## config.mk

```make
export PLATFORM = sky130hd
export DESIGN_NAME = seq_detector_prog
export DESIGN_NICKNAME = d
export VERILOG_FILES = /design/src/rtl/seq_detector_prog.sv
export SDC_FILE = /design/constraint.sdc
export NUM_CORES = 1
export LEC_CHECK = 0
export CAP_MARGIN = 0
export CORE_MARGIN = 2
export CORE_UTILIZATION = 53
export CTS_CLUSTER_SIZE = 8
export DETAILED_ROUTE_END_ITERATION = 8
export PLACE_DENSITY = 0.79
export SYNTH_ARGS = -nofsm -noshare
export SYNTH_HDL_FRONTEND = slang
export SYNTH_SLANG_ARGS = --single-unit
```

## constraint.sdc

```tcl
create_clock -name clk -period 3.4 [get_ports clk]
set_input_delay 1.02 -clock clk [delete_from_list [all_inputs] [get_ports clk]]
set_output_delay 1.02 -clock clk [all_outputs]
set_load 0.01 [all_outputs]
```

## src/rtl/seq_detector_prog.sv

```systemverilog
// Programmable serial bit-pattern detector: runtime-loaded pattern of up to
// MAX_LEN bits, registered match pulse, overlap mode select, saturating match counter.
module seq_detector_prog #(
  parameter int MAX_LEN = 8,
  parameter int LEN_W   = 4,
  parameter int CNT_W   = 8
) (
  input  logic               clk,
  input  logic               rst,
  input  logic               cfg_load,
  input  logic [MAX_LEN-1:0] pattern,
  input  logic [LEN_W-1:0]   pat_len,
  input  logic               overlap,
  input  logic               x_valid,
  input  logic               x,
  input  logic               cnt_clr,
  output logic               z,
  output logic [CNT_W-1:0]   match_cnt,
  output logic               cfg_err
);

  logic [MAX_LEN-1:0] pattern_q;
  logic [LEN_W-1:0]   len_q;
  logic               overlap_q;
  logic [MAX_LEN-1:0] history;
  logic [LEN_W-1:0]   fill;

  logic [MAX_LEN-1:0] history_next;
  logic [LEN_W-1:0]   fill_next;
  logic [MAX_LEN-1:0] mask;
  logic               hit;
  logic               len_bad;

  // NOTE: every signal written here gets a default first so no latch is inferred.
  always_comb begin
    history_next = {history[MAX_LEN-2:0], x};
    fill_next    = (fill >= len_q) ? len_q : fill + LEN_W'(1);
    mask         = '0;
    for (int i = 0; i < MAX_LEN; i++) begin
      mask[i] = (i < int'(len_q));
    end
    // Only the low len_q bits of the window take part in the compare.
    hit = x_valid & ~cfg_load & ~cfg_err & (fill_next >= len_q) &
          (((history_next ^ pattern_q) & mask) == '0);
    len_bad = (pat_len == '0) || (pat_len > LEN_W'(MAX_LEN));
  end

  // NOTE: sequential state uses non-blocking assignments so all registers
  // update together from the pre-edge values.
  always_ff @(posedge clk or posedge rst) begin
    if (rst) begin
      pattern_q <= '0;
      len_q     <= '0;
      overlap_q <= 1'b0;
      history   <= '0;
      fill      <= '0;
      z         <= 1'b0;
      cfg_err   <= 1'b1;
    end else if (cfg_load) begin
      pattern_q <= pattern;
      len_q     <= pat_len;
      overlap_q <= overlap;
      history   <= '0;
      fill      <= '0;
      z         <= 1'b0;
      cfg_err   <= len_bad;
    end else begin
      z <= hit;
      if (x_valid) begin
        history <= history_next;
        // Non-overlapping mode forces a full set of fresh bits before the next hit.
        fill    <= (hit && !overlap_q) ? '0 : fill_next;
      end
    end
  end

  always_ff @(posedge clk or posedge rst) begin
    if (rst) begin
      match_cnt <= '0;
    end else if (cnt_clr) begin
      match_cnt <= '0;
    end else if (hit && (match_cnt != '1)) begin
      match_cnt <= match_cnt + CNT_W'(1);
    end
  end

endmodule

```

==> out/metrics.yaml <==
synth_top_area_cell: "dfrtp_1"
cts_made_buffers: 5
synth.most_common_cell: "dfrtp_1"
synth_edf_count: 0
cts_tree: "done"
dr.pass1.iters: 4
cpMaxStageDelayCell: "dfrtp_1"
stdcell_count: 261
grt-ovfl-total: 0
row_count: 21
hold_path_depth: 2
initialDrtViolationCount: 85
setup_tns_ps: 0
synthArstFlopShare: 1.00
yosys-top-cells-count: "dfrtp_1, nor2_1, a21oi_1, o21ai_0"
hold_viol: 0
die_h_um: 62.7
r2r_slack_ps: 90
maxSlewViolCount: 0
drc: 0
postSynthCellCount: 175
start_util: 0.551
min_period_over_period: 0.973
drive_above_1_share: 0.167
ctsHoldBuffers: 0
min_path_type: "reg2reg"
cpPeakStageDelay_ps: 410
outcome: "finished clean"
path_max_fanout: 7
ios: 29
grtUsageTotal: 0.207
syn_nets: 204
skew_ps: 10.3
antenna_found_initial: 0
diodes: 0
crit_required_ps: 3660
syn_area_per_cell_um2: 10.4
cp_cell_sequence: "inv_1, ha_1, a21oi_1, o21ai_4, o21ai_1, inv_1, ha_1, nand2b_1, a2111oi_2, nor4_2, nand3_2, buf_4, or4_1, a21oi_1"
synthFlopType: "dfrtp_1"
synth_seq_cells: 34
min_period_ps: 3310
grt_pass1_vias: 1401
r2r-end: "match_cnt[6]$_DFFE_PP0P_"
grt_max_degree: 35
routed_wl_mm: 3.90
yosys_warnings: 0
syn-cell-area_mm2: 0.00182
core_area_mm2: 0.00331
finish.net_count: 244
dp_hpwl_mm: 2.78
cts_sinks: 34
cts.clk_slew.worst_paths_ps: 100
fmax_ghz: 0.302
r2r-start: "len_q[3]$_DFFE_PP0P_"
powerDensity_mw_per_mm2: 399
drtAntennaViolNets: 0
ctsLongestPathBuffers: 2
ys_types: 38
place_congestion: 0.924
tightest_slew_ps: 464
rr_worst_depth: 14
start_kind: "register"
crit_type: "reg2reg"
endpoint: "match_cnt[6]$_DFFE_PP0P_"
ys_seq_area_frac: 0.467
numPortBuffers: 28
clk-insertion-delay-late_ps: 340
ir_drop_mv: 0.229
final-setup-viol-count: 0
leakage_nw: 0.992
arrival_ps: 3570
dp.cells: 248
vias: 1475
cts_root_buf: "clkbuf_4"
crit_start: "len_q[3]$_DFFE_PP0P_"
maxCapViolCount: 0
die_w_um: 62.7
areaGrowthSynthToFinish_pct: 24.5
cp-end-kind: "register"
wl_per_cell_um: 14.9
slew_headroom: 0.690
finalCoreUtilization: 0.686
crit_family: "simple AND/OR/NAND/NOR gates"
htree_levels: 2
cp_num_cells: 14
avgViaCountPerCell: 5.65
die-area_mm2: 0.00393
synthTopCellsByArea: "dfrtp_1, ha_1, mux2_2, mux2i_1, xnor2_1"
grt_pass1_wl_mm: 6.42
critPathBufInv: 3
yosysTopAreaCellShare: 0.453
## area by class of cell
| type | instances | area, um2 |
|---|---|---|
| timing repair buffer | 40 | 370 |
| multi-input combinational | 125 | 911 |
| tap | 46 | 57.6 |
| sequential | 34 | 853 |
| fill | 274 | 1040 |
| inverter | 9 | 33.8 |
| clock buffer | 7 | 45.0 |
## how the worst min path moves through the flow
stage / start / end
6_report: cfg_err$_DFFE_PP1P_ / cfg_err$_DFFE_PP1P_
5_1_grt: cfg_err$_DFFE_PP1P_ / cfg_err$_DFFE_PP1P_
4_1_cts: cfg_err$_DFFE_PP1P_ / cfg_err$_DFFE_PP1P_
3_5_place_dp: cfg_err$_DFFE_PP1P_ / cfg_err$_DFFE_PP1P_
3_3_place_gp: cfg_err$_DFFE_PP1P_ / cfg_err$_DFFE_PP1P_
2_1_floorplan: overlap_q$_DFFE_PP0P_ / overlap_q$_DFFE_PP0P_
## registers in the layout, summed over array words and instances, names as in the netlist
signal,cells
match_cnt,8
pattern_q,8
history,7
fill,4
len_q,4
cfg_err,1
overlap_q,1
z,1
## metrics by stage
stage,instance area [um2],setup slack (ps),power [W],hold WS (ps)
final,2270,92.9,0.000905,521
after global routing,2270,-62.3,0.000957,539
after CTS,2210,76.9,0.000879,520
after detailed placement,2160,-4.62,0.000671,499
after global placement,2160,96.5,0.000658,494
after floorplan,1820,383,0.000602,491
## worst reg2reg max path, stage by stage, from the launching register on
cell and delay, ps:
dfrtp_1 410, inv_1 130, ha_1 260, a21oi_1 270, o21ai_4 140, o21ai_1 220
inv_1 70, ha_1 270, nand2b_1 110, a2111oi_2 70, nor4_2 380, nand3_2 180
buf_4 180, or4_1 390, a21oi_1 150
## cells by family after synthesis
kind of cell	share of synthesized area
flip-flops	0.467
buffers and inverters	0.0453
AND/OR/NAND/NOR	0.132
multiplexers	0.0995
adder cells (fa/ha/maj)	0.0686
AO/OA/AOI/OAI	0.125
XOR/XNOR	0.0624
## power by group
part | switching, W | leakage, nW | internal [W]
registers | 0.0000223 | 0.440 | 0.000430
logic | 0.000124 | 0.526 | 0.000122
clock network | 0.000130 | 0.0254 | 0.0000779
## cells in the final DEF, fill, tap and decap left out, types with 2 or more instances in the layout
master,count
inv_1,9
mux2i_1,8
nand3_1,4
buf_4,12
a22o_1,4
a21oi_1,11
clkbuf_4,5
xor2_1,4
nor2_1,14
dfrtp_1,32
clkdlybuf4s50_1,28
o22ai_1,2
clkbuf_1,2
nand4_1,2
ha_1,10
xnor2_1,9
nand2b_1,3
mux2_2,9
o21ai_0,11
or3_1,5
nand2_1,10
## routing by layer
layer  vias up  track usage  share of wire
met5         -            0              0
met4         0       0.0583          0.011
met3         5       0.0595          0.051
met2        46        0.345           0.51
met1       728        0.263           0.43
li1        696            -              -
## what timing repair did
action	CTS	global route
setup buffers	0	6
gates resized for setup	2	5
endpoints found under the setup margin	5	10
pin swaps	0	2
No activity file was read; power rests on OpenSTA's default activity.
